[src/rtl/cnn_pkg.sv]
// Shared definitions for the CNN accelerator datapath blocks.
//   WORD_W             : width of one FP32 word
//   ofm_reader_state_e : control states of the output feature-map reader
//   FP32_ZERO          : IEEE-754 +0.0 bit pattern
package cnn_pkg;

  localparam int WORD_W = 32;

  typedef enum logic [1:0] {
    IDLE  = 2'd0,
    READ  = 2'd1,
    DRAIN = 2'd2,
    FIN   = 2'd3
  } ofm_reader_state_e;

  localparam logic [WORD_W-1:0] FP32_ZERO = 32'h0000_0000;

endpackage

[src/rtl/ofm_skid_fifo.sv]
// Two-entry FIFO that decouples the buffer read pipeline from the output stream.
// Ports:
//   clk, rst_n    : clock, asynchronous active-low reset (clears pointers/count)
//   push, wdata   : write strobe and word
//   pop, rdata    : read strobe and head word (rdata valid while !empty)
//   full, empty   : occupancy flags
//   count         : current occupancy, 0..2
module ofm_skid_fifo #(
  parameter int WIDTH_p = 33
) (
  input  logic               clk,
  input  logic               rst_n,
  input  logic               push,
  input  logic [WIDTH_p-1:0] wdata,
  input  logic               pop,
  output logic [WIDTH_p-1:0] rdata,
  output logic               full,
  output logic               empty,
  output logic [1:0]         count
);

  logic [WIDTH_p-1:0] mem [2];
  logic               wr_ptr;
  logic               rd_ptr;
  logic [1:0]         cnt;

  always_ff @(posedge clk or negedge rst_n) begin
    if (!rst_n) begin
      wr_ptr <= 1'b0;
      rd_ptr <= 1'b0;
      cnt    <= 2'd0;
    end else begin
      if (push) wr_ptr <= ~wr_ptr;
      if (pop)  rd_ptr <= ~rd_ptr;
      cnt <= cnt + {1'b0, push} - {1'b0, pop};
    end
  end

  // Storage carries no reset: entries are only observed while count says they are live.
  always_ff @(posedge clk) begin
    if (push) mem[wr_ptr] <= wdata;
  end

  assign rdata = mem[rd_ptr];
  assign full  = (cnt == 2'd2);
  assign empty = (cnt == 2'd0);
  assign count = cnt;

endmodule

[src/rtl/ofm_reader.sv]
// Output feature-map reader: walks the M_p x R_p x C_p output buffer (c fastest,
// then r, then m) through a 1-cycle-latency synchronous read port and streams the
// words on a valid/ready interface, flagging the final word with last_o.
// Optional build macro OFM_RELU_EN: words with the sign bit set are replaced by
// +0.0 as they enter the output FIFO; otherwise data is passed bit-exact.
// Ports:
//   clk_i, reset_n_i : clock, asynchronous active-low reset
//   start_i          : begin readout (only honoured in IDLE)
//   rd_en_o, rd_addr_o, rd_data_i : buffer read port (data one cycle after rd_en_o)
//   data_o, valid_o, ready_i, last_o : output stream
//   busy_o           : not IDLE
//   done_o           : one-cycle completion pulse
module ofm_reader
  import cnn_pkg::*;
#(
  parameter int M_p      = 4,
  parameter int R_p      = 16,
  parameter int C_p      = 16,
  parameter int W_p      = WORD_W,
  parameter int ADDR_W_p = $clog2(M_p*R_p*C_p)
) (
  input  logic                clk_i,
  input  logic                reset_n_i,
  input  logic                start_i,
  output logic                rd_en_o,
  output logic [ADDR_W_p-1:0] rd_addr_o,
  input  logic [W_p-1:0]      rd_data_i,
  output logic [W_p-1:0]      data_o,
  output logic                valid_o,
  input  logic                ready_i,
  output logic                last_o,
  output logic                busy_o,
  output logic                done_o
);

  localparam int M_W = (M_p > 1) ? $clog2(M_p) : 1;
  localparam int R_W = (R_p > 1) ? $clog2(R_p) : 1;
  localparam int C_W = (C_p > 1) ? $clog2(C_p) : 1;
  localparam logic [M_W-1:0] M_LAST = M_W'(M_p - 1);
  localparam logic [R_W-1:0] R_LAST = R_W'(R_p - 1);
  localparam logic [C_W-1:0] C_LAST = C_W'(C_p - 1);

  function automatic logic [W_p-1:0] rectify(input logic [W_p-1:0] w);
`ifdef OFM_RELU_EN
    // Any word with the sign bit set (negatives, -0.0, negative NaN) clamps to +0.0.
    return w[W_p-1] ? W_p'(FP32_ZERO) : w;
`else
    return w;
`endif
  endfunction

  ofm_reader_state_e state, state_nxt;

  logic [M_W-1:0] m_cnt;
  logic [R_W-1:0] r_cnt;
  logic [C_W-1:0] c_cnt;
  logic           final_addr;
  logic           issue;
  logic           pop;
  logic [2:0]     pending;

  logic           vld_p1;
  logic           last_p1;

  logic [W_p:0]   fifo_wdata;
  logic [W_p:0]   fifo_rdata;
  logic           fifo_full;
  logic           fifo_empty;
  logic [1:0]     fifo_count;
  logic           fifo_push;

  assign final_addr = (m_cnt == M_LAST) && (r_cnt == R_LAST) && (c_cnt == C_LAST);
  assign pop        = !fifo_empty && ready_i;

  // Words already buffered plus the read still in flight, with this cycle's pop
  // already credited; a new read is allowed only if that leaves a free slot.
  assign pending = {1'b0, fifo_count} + {2'b0, vld_p1} - {2'b0, pop};
  assign issue   = (state == READ) && (pending < 3'd2);

  always_ff @(posedge clk_i or negedge reset_n_i) begin
    if (!reset_n_i) begin
      state   <= IDLE;
      m_cnt   <= '0;
      r_cnt   <= '0;
      c_cnt   <= '0;
      vld_p1  <= 1'b0;
      last_p1 <= 1'b0;
    end else begin
      state   <= state_nxt;
      vld_p1  <= issue;
      last_p1 <= issue && final_addr;
      if (state == IDLE && start_i) begin
        m_cnt <= '0;
        r_cnt <= '0;
        c_cnt <= '0;
      end else if (issue) begin
        if (c_cnt == C_LAST) begin
          c_cnt <= '0;
          if (r_cnt == R_LAST) begin
            r_cnt <= '0;
            m_cnt <= (m_cnt == M_LAST) ? '0 : m_cnt + M_W'(1);
          end else begin
            r_cnt <= r_cnt + R_W'(1);
          end
        end else begin
          c_cnt <= c_cnt + C_W'(1);
        end
      end
    end
  end

  always_comb begin
    state_nxt = state;
    unique case (state)
      IDLE:    if (start_i) state_nxt = READ;
      READ:    if (issue && final_addr) state_nxt = DRAIN;
      DRAIN:   if (pop && fifo_rdata[W_p]) state_nxt = FIN;
      FIN:     state_nxt = IDLE;
      default: state_nxt = IDLE;
    endcase
  end

  // ---- stage p1: buffer word returns, enters FIFO with its last flag ----
  // The push guard never trips in normal operation (issue gating keeps a slot
  // free); it keeps the FIFO pointers consistent if that invariant were broken.
  assign fifo_push  = vld_p1 && (!fifo_full || pop);
  assign fifo_wdata = {last_p1, rectify(rd_data_i)};

  ofm_skid_fifo #(
    .WIDTH_p(W_p + 1)
  ) u_fifo (
    .clk   (clk_i),
    .rst_n (reset_n_i),
    .push  (fifo_push),
    .wdata (fifo_wdata),
    .pop   (pop),
    .rdata (fifo_rdata),
    .full  (fifo_full),
    .empty (fifo_empty),
    .count (fifo_count)
  );

  // ---- stage p2: FIFO head drives the stream ----
  always_comb begin
    rd_en_o   = issue;
    rd_addr_o = ADDR_W_p'(int'(m_cnt) * (R_p * C_p) + int'(r_cnt) * C_p + int'(c_cnt));
    valid_o   = !fifo_empty;
    data_o    = '0;
    last_o    = 1'b0;
    if (!fifo_empty) begin
      data_o = fifo_rdata[W_p-1:0];
      last_o = fifo_rdata[W_p];
    end
    busy_o = (state != IDLE);
    done_o = (state == FIN);
  end

endmodule

[config.mk]
export PLATFORM = sky130hd
export DESIGN_NAME = ofm_reader
export DESIGN_NICKNAME = d
export VERILOG_FILES = /design/src/rtl/cnn_pkg.sv /design/src/rtl/ofm_skid_fifo.sv /design/src/rtl/ofm_reader.sv
export SDC_FILE = /design/constraint.sdc
export NUM_CORES = 1
export LEC_CHECK = 0
export CAP_MARGIN = 0
export CORE_UTILIZATION = 53
export CTS_CLUSTER_DIAMETER = 120
export DETAILED_ROUTE_END_ITERATION = 10
export PLACE_DENSITY = 0.86
export SKIP_LAST_GASP = 1
export SYNTH_ARGS = -nofsm -noshare
export SYNTH_HDL_FRONTEND = slang
export SYNTH_SLANG_ARGS = --single-unit
[constraint.sdc]
create_clock -name clk_i -period 5.5 [get_ports clk_i]
set_input_delay 1.1 -clock clk_i [delete_from_list [all_inputs] [get_ports clk_i]]
set_output_delay 1.1 -clock clk_i [all_outputs]
set_load 0.005 [all_outputs]
==> results of run 1 <==
==> routing by layer <==
layer / vias to the layer above / track usage [%]
met1: 1012 / 24.1
li1: 1032 / -
met4: 0 / 11.1
met3: 16 / 4.57
met5: - / 0
met2: 65 / 32.0
==> registers in the layout, indices dropped and copies added, names as in the netlist <==
| register | cells |
|---|---|
| c_cnt | 4 |
| last_p1 | 1 |
| m_cnt | 2 |
| r_cnt | 4 |
| state | 2 |
| u_fifo.count | 2 |
| u_fifo.mem | 66 |
| u_fifo.rd_ptr | 1 |
| u_fifo.wr_ptr | 1 |
| vld_p1 | 1 |
==> cells in the final DEF, fill, tap and decap left out, drive strengths merged <==
cell type | netlist | final
nand4bb | 1 | 1
clkinvlp | 0 | 1
nand2 | 6 | 6
and3 | 2 | 2
o21ai | 6 | 6
clkinv | 0 | 3
mux2i | 36 | 36
xnor2 | 3 | 3
dfrtp | 18 | 18
or3 | 3 | 3
edfxtp | 66 | 66
clkbuf | 5 | 12
inv | 9 | 9
fa | 1 | 1
nor2 | 44 | 44
a2bb2oi | 1 | 1
and4 | 1 | 1
and2 | 4 | 4
xor2 | 3 | 3
nand3 | 5 | 5
a21oi | 7 | 7
nor2b | 1 | 1
a211oi | 1 | 1
buf | 6 | 1
mux2 | 1 | 1
clkdlybuf4s50 | 0 | 82
nand4 | 3 | 3
o21a | 1 | 1
ha | 10 | 10
==> worst max path at each step <==
stage            start      end  depth (start not counted)
6_report       ready_i  rd_en_o                          8
5_1_grt        ready_i  rd_en_o                          8
4_1_cts        ready_i  rd_en_o                          8
3_5_place_dp   ready_i  rd_en_o                          8
3_3_place_gp   ready_i  rd_en_o                          8
2_1_floorplan  ready_i  rd_en_o                          8
==> worst max-delay path, stage by stage <==
cell,delay [ns]
clkdlybuf4s50_1,0.52
nand3_1,0.15
o21ai_0,0.17
nand2_1,0.11
fa_1,0.48
and2_1,0.24
and2_1,0.29
clkdlybuf4s50_1,0.55
==> Yosys cell counts, types with 5 or more instances <==
master	n	area, um^2
a21oi_1	7	35.0
buf_2	5	25.0
clkbuf_1	5	18.8
dfrtp_1	18	450
edfxtp_1	66	1980
ha_1	10	125
inv_1	9	33.8
mux2i_1	36	360
nand2_1	6	22.5
nand3_1	5	25.0
nor2_1	44	165
o21ai_0	6	30.0
==> power groups by stage <==
stage,sequential [W],combinational [W],clock (W)
6_report,0.000903,0.000779,0.000385
4_1_cts,0.000906,0.000793,0.000394
5_1_grt,0.000919,0.000857,0.000423
3_3_place_gp,0.000913,0.000773,0
2_1_floorplan,0.000843,0.000451,0
3_5_place_dp,0.000920,0.000790,0
==> per-stage QoR <==
step / setup WS (ns) / std cells / total power, W / utilization, % / hold WS, ns
3_5_place_dp: 0.798 / 393 / 0.00171 / 69.2 / 0.432
5_1_grt: 0.702 / 409 / 0.00220 / 71.9 / 0.460
3_3_place_gp: 0.930 / 393 / 0.00169 / 69.2 / 0.427
2_1_floorplan: 1.88 / 244 / 0.00129 / - / 0.420
6_report: 0.788 / 409 / 0.00207 / 71.9 / 0.449
4_1_cts: 0.782 / 409 / 0.00209 / 71.9 / 0.448
==> cell type report <==
cell class	count	area [um^2]	area share, %
multi-input cells	140	1000	22.0
repair buffers	83	828	18.1
well taps	77	96.3	2.11
flip-flops and latches	84	2430	53.3
inverters	9	33.8	0.740
clock inverters	4	26.3	0.575
clock buffers	12	145	3.18
==> kinds of logic (layout without fill, tap and decap cells) <==
group	after synthesis	after routing	synth area share, %
XOR/XNOR	6	6	1.72
multiplexers	37	37	10.6
AND/OR/NAND/NOR	70	70	8.98
flip-flops	84	84	69.5
buffers and inverters	20	108	2.32
AO/OA/AOI/OAI	16	16	2.68
adder cells (fa/ha/maj)	11	11	4.15
==> impl_metrics.yaml, run 1 <==
status:
  status: "completed"
timing:
  setup_viol: 0
  fmax_ghz: 0.212
  rsz0062_at_grt: "false"
  finalCritPeriodShare_pct: 85.7
  worst_pin_slew_ns: 0.997
  hold_viol_final: 0
  finalCriticalPeriod_ns: 4.71
  slew_headroom_pct: 33.5
  fin_skew_ns: 0.00654
  drv_slew: 0
  fin_setup_tns_ns: 0
setup_path:
  path_class: "primary input to output port"
  required_ns: 4.40
  reg2reg_setup_slack_ns: 2.84
  cp-start-kind: "primary input"
  r2r-end: "state[1]"
  cp_max_fo: 7
  crit_path_end_kind: "output port"
  r2r_cells: 8
  timing.rr.start: "u_fifo.count[1]"
  arrival_ns: 3.61
layout:
  fillers: 439
  area_delta_synth_final_pct: 30.5
  nets: 374
  layout-drive-gt1-share_pct: 6.33
  finalInstanceArea_um2: 4570
  diodes: 0
clocking:
  clockBufferDepth: 2
  cts_tree: "done"
  htree_levels: 3
  clkSlewWorstSetupHoldPaths_ns: 0.08
  clk_latency_ns: 0.35
  ctsRootBufferMaster: "clkbuf_8"
  numCtsBuffers: 9
  cts_resized: 0
  cts_sinks: 84
  hold_buffers: 0
  cts_setup_buffers: 0
logic_synthesis:
  synth_area_um2: 3500
  ys_warn_count: 0
  syn_nets: 291
  synth_cells: 244
  syn_area_per_cell_um2: 14.3
  synth_edf_count: 66
  ys.flop_type: "edfxtp_1"
  synthArstFlopShare_pct: 21.4
  yosysUniqueCellTypes: 28
  ys_ff_latch: 84
  ys_seq_area_share_pct: 69.5
min_path:
  min_to: "u_fifo.mem[1][32]"
  whs_path_depth: 0
  hp-class: "flip-flop to flip-flop"
  min-delay-start: "last_p1"
power_and_ir_drop:
  p_leak_nw: 1.78
  seq_power_share_pct: 43.7
  p_int_w: 0.00142
  ir_drop_uv: 238
  power.density_nw_per_um2: 453
  netSwitchingFraction_pct: 31.1
  power_switching_w: 0.000643
  combPwrFrac_pct: 37.7
  p_clk_share_pct: 18.6
detailed_routing:
  totalWireLength_mm: 6.25
  wl_met2_mm: 3.06
  wl_met1_mm: 2.67
  post-route-drc-count: 0
  first_pass_iters: 4
  viasPerCell: 5.20
  routed.top_layer: "met4"
  drt-initial-drc-count: 90
  wl_per_cell_um: 15.3
  num_vias: 2125
  drtAntennaViolNets: 0
  met3WireLength_um: 356
floorplanning:
  io_pins: 83
  initial_utilization_pct: 55.1
  dieArea_um2: 6930
  dieWidth_um: 83.2
  die_y_um: 83.2
  coreArea_um2: 6350
  rows: 29
run:
  maxCapViolations: 0
placement:
  routabilityCongestion: 0.789
  placedInstanceArea_um2: 4390
  port_buffers: 82
  post-dp-hpwl_mm: 4.13
grt:
  grt_max_degree: 35
  grt_overflow: 0
  grt_pass1_vias: 2185
  grt_pass1_wl_mm: 10.3
  grtUsageTotal_pct: 19.6
  antenna_found_initial: 0
Note: power is estimated with default switching activity, not from simulation.
==> run 2, diff against run 1 <==
--- a/config.mk
+++ b/config.mk
@@ -6,7 +6,9 @@
 export NUM_CORES = 1
 export LEC_CHECK = 0
 export CAP_MARGIN = 0
-export CORE_UTILIZATION = 53
+export CELL_PAD_IN_SITES_DETAIL_PLACEMENT = 1
+export CELL_PAD_IN_SITES_GLOBAL_PLACEMENT = 2
+export CORE_UTILIZATION = 36
 export CTS_CLUSTER_DIAMETER = 120
 export DETAILED_ROUTE_END_ITERATION = 10
 export PLACE_DENSITY = 0.86
==> impl_metrics.yaml, run 2 (same netlist as run 1, synthesis figures left out) <==
status:
  status: "completed"
min_path:
  whs_path_depth: 0
  min_to: "u_fifo.mem[1][32]"
  hp-class: "flip-flop to flip-flop"
  min-delay-start: "last_p1"
clocking:
  cts_resized: 0
  clockBufferDepth: 2
  cts_setup_buffers: 0
  ctsRootBufferMaster: "clkbuf_8"
  numCtsBuffers: 9
  clk_latency_ns: 0.35
  htree_levels: 3
  hold_buffers: 0
  cts_sinks: 84
  cts_tree: "done"
  clkSlewWorstSetupHoldPaths_ns: 0.08
detailed_routing:
  totalWireLength_mm: 7.18
  drtAntennaViolNets: 0
  num_vias: 2197
  wl_per_cell_um: 15.6
  viasPerCell: 4.77
  post-route-drc-count: 0
  first_pass_iters: 6
  drt-initial-drc-count: 44
setup_path:
  reg2reg_setup_slack_ns: 2.89
  timing.rr.start: "u_fifo.count[1]"
  crit_path_end_kind: "output port"
  required_ns: 4.40
  cp-start-kind: "primary input"
  path_class: "primary input to output port"
  arrival_ns: 3.55
  r2r_cells: 8
  r2r-end: "state[1]"
  cp_max_fo: 7
floorplanning:
  die_y_um: 101
  initial_utilization_pct: 37.5
  dieWidth_um: 101
  coreArea_um2: 9330
  rows: 35
  io_pins: 83
  dieArea_um2: 10100
placement:
  post-dp-hpwl_mm: 4.80
  place_worst_setup_slack_ns: 0.853
  port_buffers: 82
  routabilityCongestion: 0.737
grt:
  grtUsageTotal_pct: 15.0
  grt_overflow: 0
  antenna_found_initial: 0
  grt_max_degree: 35
  grt_pass1_wl_mm: 11.4
  grt_pass1_vias: 2239
timing:
  drv_slew: 0
  fin_setup_tns_ns: 0
  finalCriticalPeriod_ns: 4.65
  setup_viol: 0
  worst_pin_slew_ns: 1.03
  rsz0062_at_grt: "false"
  finalWorstSetupSlack_ns: 0.848
  slew_headroom_pct: 31.3
  hold_viol_final: 0
  fin_skew_ns: 0.0162
  fmax_ghz: 0.215
  finalCritPeriodShare_pct: 84.6
  hold_ws_ns: 0.464
layout:
  fillers: 966
  top_register: "u_fifo.mem"
  top_regs: "u_fifo.mem x66, c_cnt x4, r_cnt x4"
  diodes: 0
  nets: 374
  final_common_cell: "clkdlybuf4s50_1"
  area_delta_synth_final_pct: 33.3
  largest_reg_flops: 66
  final_util_pct: 50.0
  final_cell_mix: "clkdlybuf4s50_1, edfxtp_1, nor2_1"
  seqCellArea_um2: 2430
  layout-drive-gt1-share_pct: 6.93
  multi_input_area_um2: 1000
run:
  maxCapViolations: 0
power_and_ir_drop:
  ir_drop_uv: 154
  combPwrFrac_pct: 36.9
  p_leak_nw: 1.79
  p_int_w: 0.00147
  netSwitchingFraction_pct: 31.9
  power.total_w: 0.00215
  seq_power_share_pct: 42.0
  p_clk_share_pct: 21.0
  power_switching_w: 0.000686
  power.density_nw_per_um2: 462
==> run 2: changes by cell type in the layout (fill, tap and decap cells not counted) <==
cell       before  now
inv_8           0    1
bufinv_16       0    1
clkinv_4        1    0
clkbuf_1        2    0
clkbuf_8       10    9
inv_6           0    3
clkinv_2        2    1
==> run 2: worst max-delay path: stages <==
cell,delay [ns]
clkdlybuf4s50_1,0.52
nand3_1,0.13
o21ai_0,0.15
nand2_1,0.10
fa_1,0.48
and2_1,0.24
and2_1,0.29
clkdlybuf4s50_1,0.54
==> run 2: power groups by stage <==
stage | sequential [W] | clock, W | combinational [W]
2_1_floorplan | 0.000843 | 0 | 0.000451
3_3_place_gp | 0.000919 | 0 | 0.000792
3_5_place_dp | 0.000926 | 0 | 0.000809
4_1_cts | 0.000911 | 0.000470 | 0.000813
5_1_grt | 0.000922 | 0.000491 | 0.000880
6_report | 0.000905 | 0.000453 | 0.000795
==> run 2: routing by layer <==
metal,up-vias,wire length (um),GRT usage [%]
met5,-,0,0
met1,1090,3260,18.6
met2,63,3480,25.4
met3,9,348,3.54
met4,0,96,5.69
li1,1035,-,-
==> run 2: per-stage QoR <==
stage,instances,area [um^2]
floorplan,244,3500
global placement,445,4460
detailed placement,445,4460
CTS,461,4660
global route,461,4660
finish,461,4660
==> run 2: cell type report <==
class	count	share of cell area (%)
clock buffers	9	2.66
clock inverters	7	1.72
inverters	9	0.724
multi-input cells	140	21.5
flip-flops and latches	84	52.2
well taps	129	3.46
repair buffers	83	17.8
==> run 2: worst max-delay path by stage <==
stage	from	end	slack [ns]	cells after the start
after floorplan	ready_i	rd_en_o	1.88	8
after global placement	ready_i	rd_en_o	0.91	8
after detailed placement	ready_i	rd_en_o	0.85	8
after CTS	ready_i	rd_en_o	0.83	8
after global routing	ready_i	rd_en_o	0.67	8
final	ready_i	rd_en_o	0.85	8
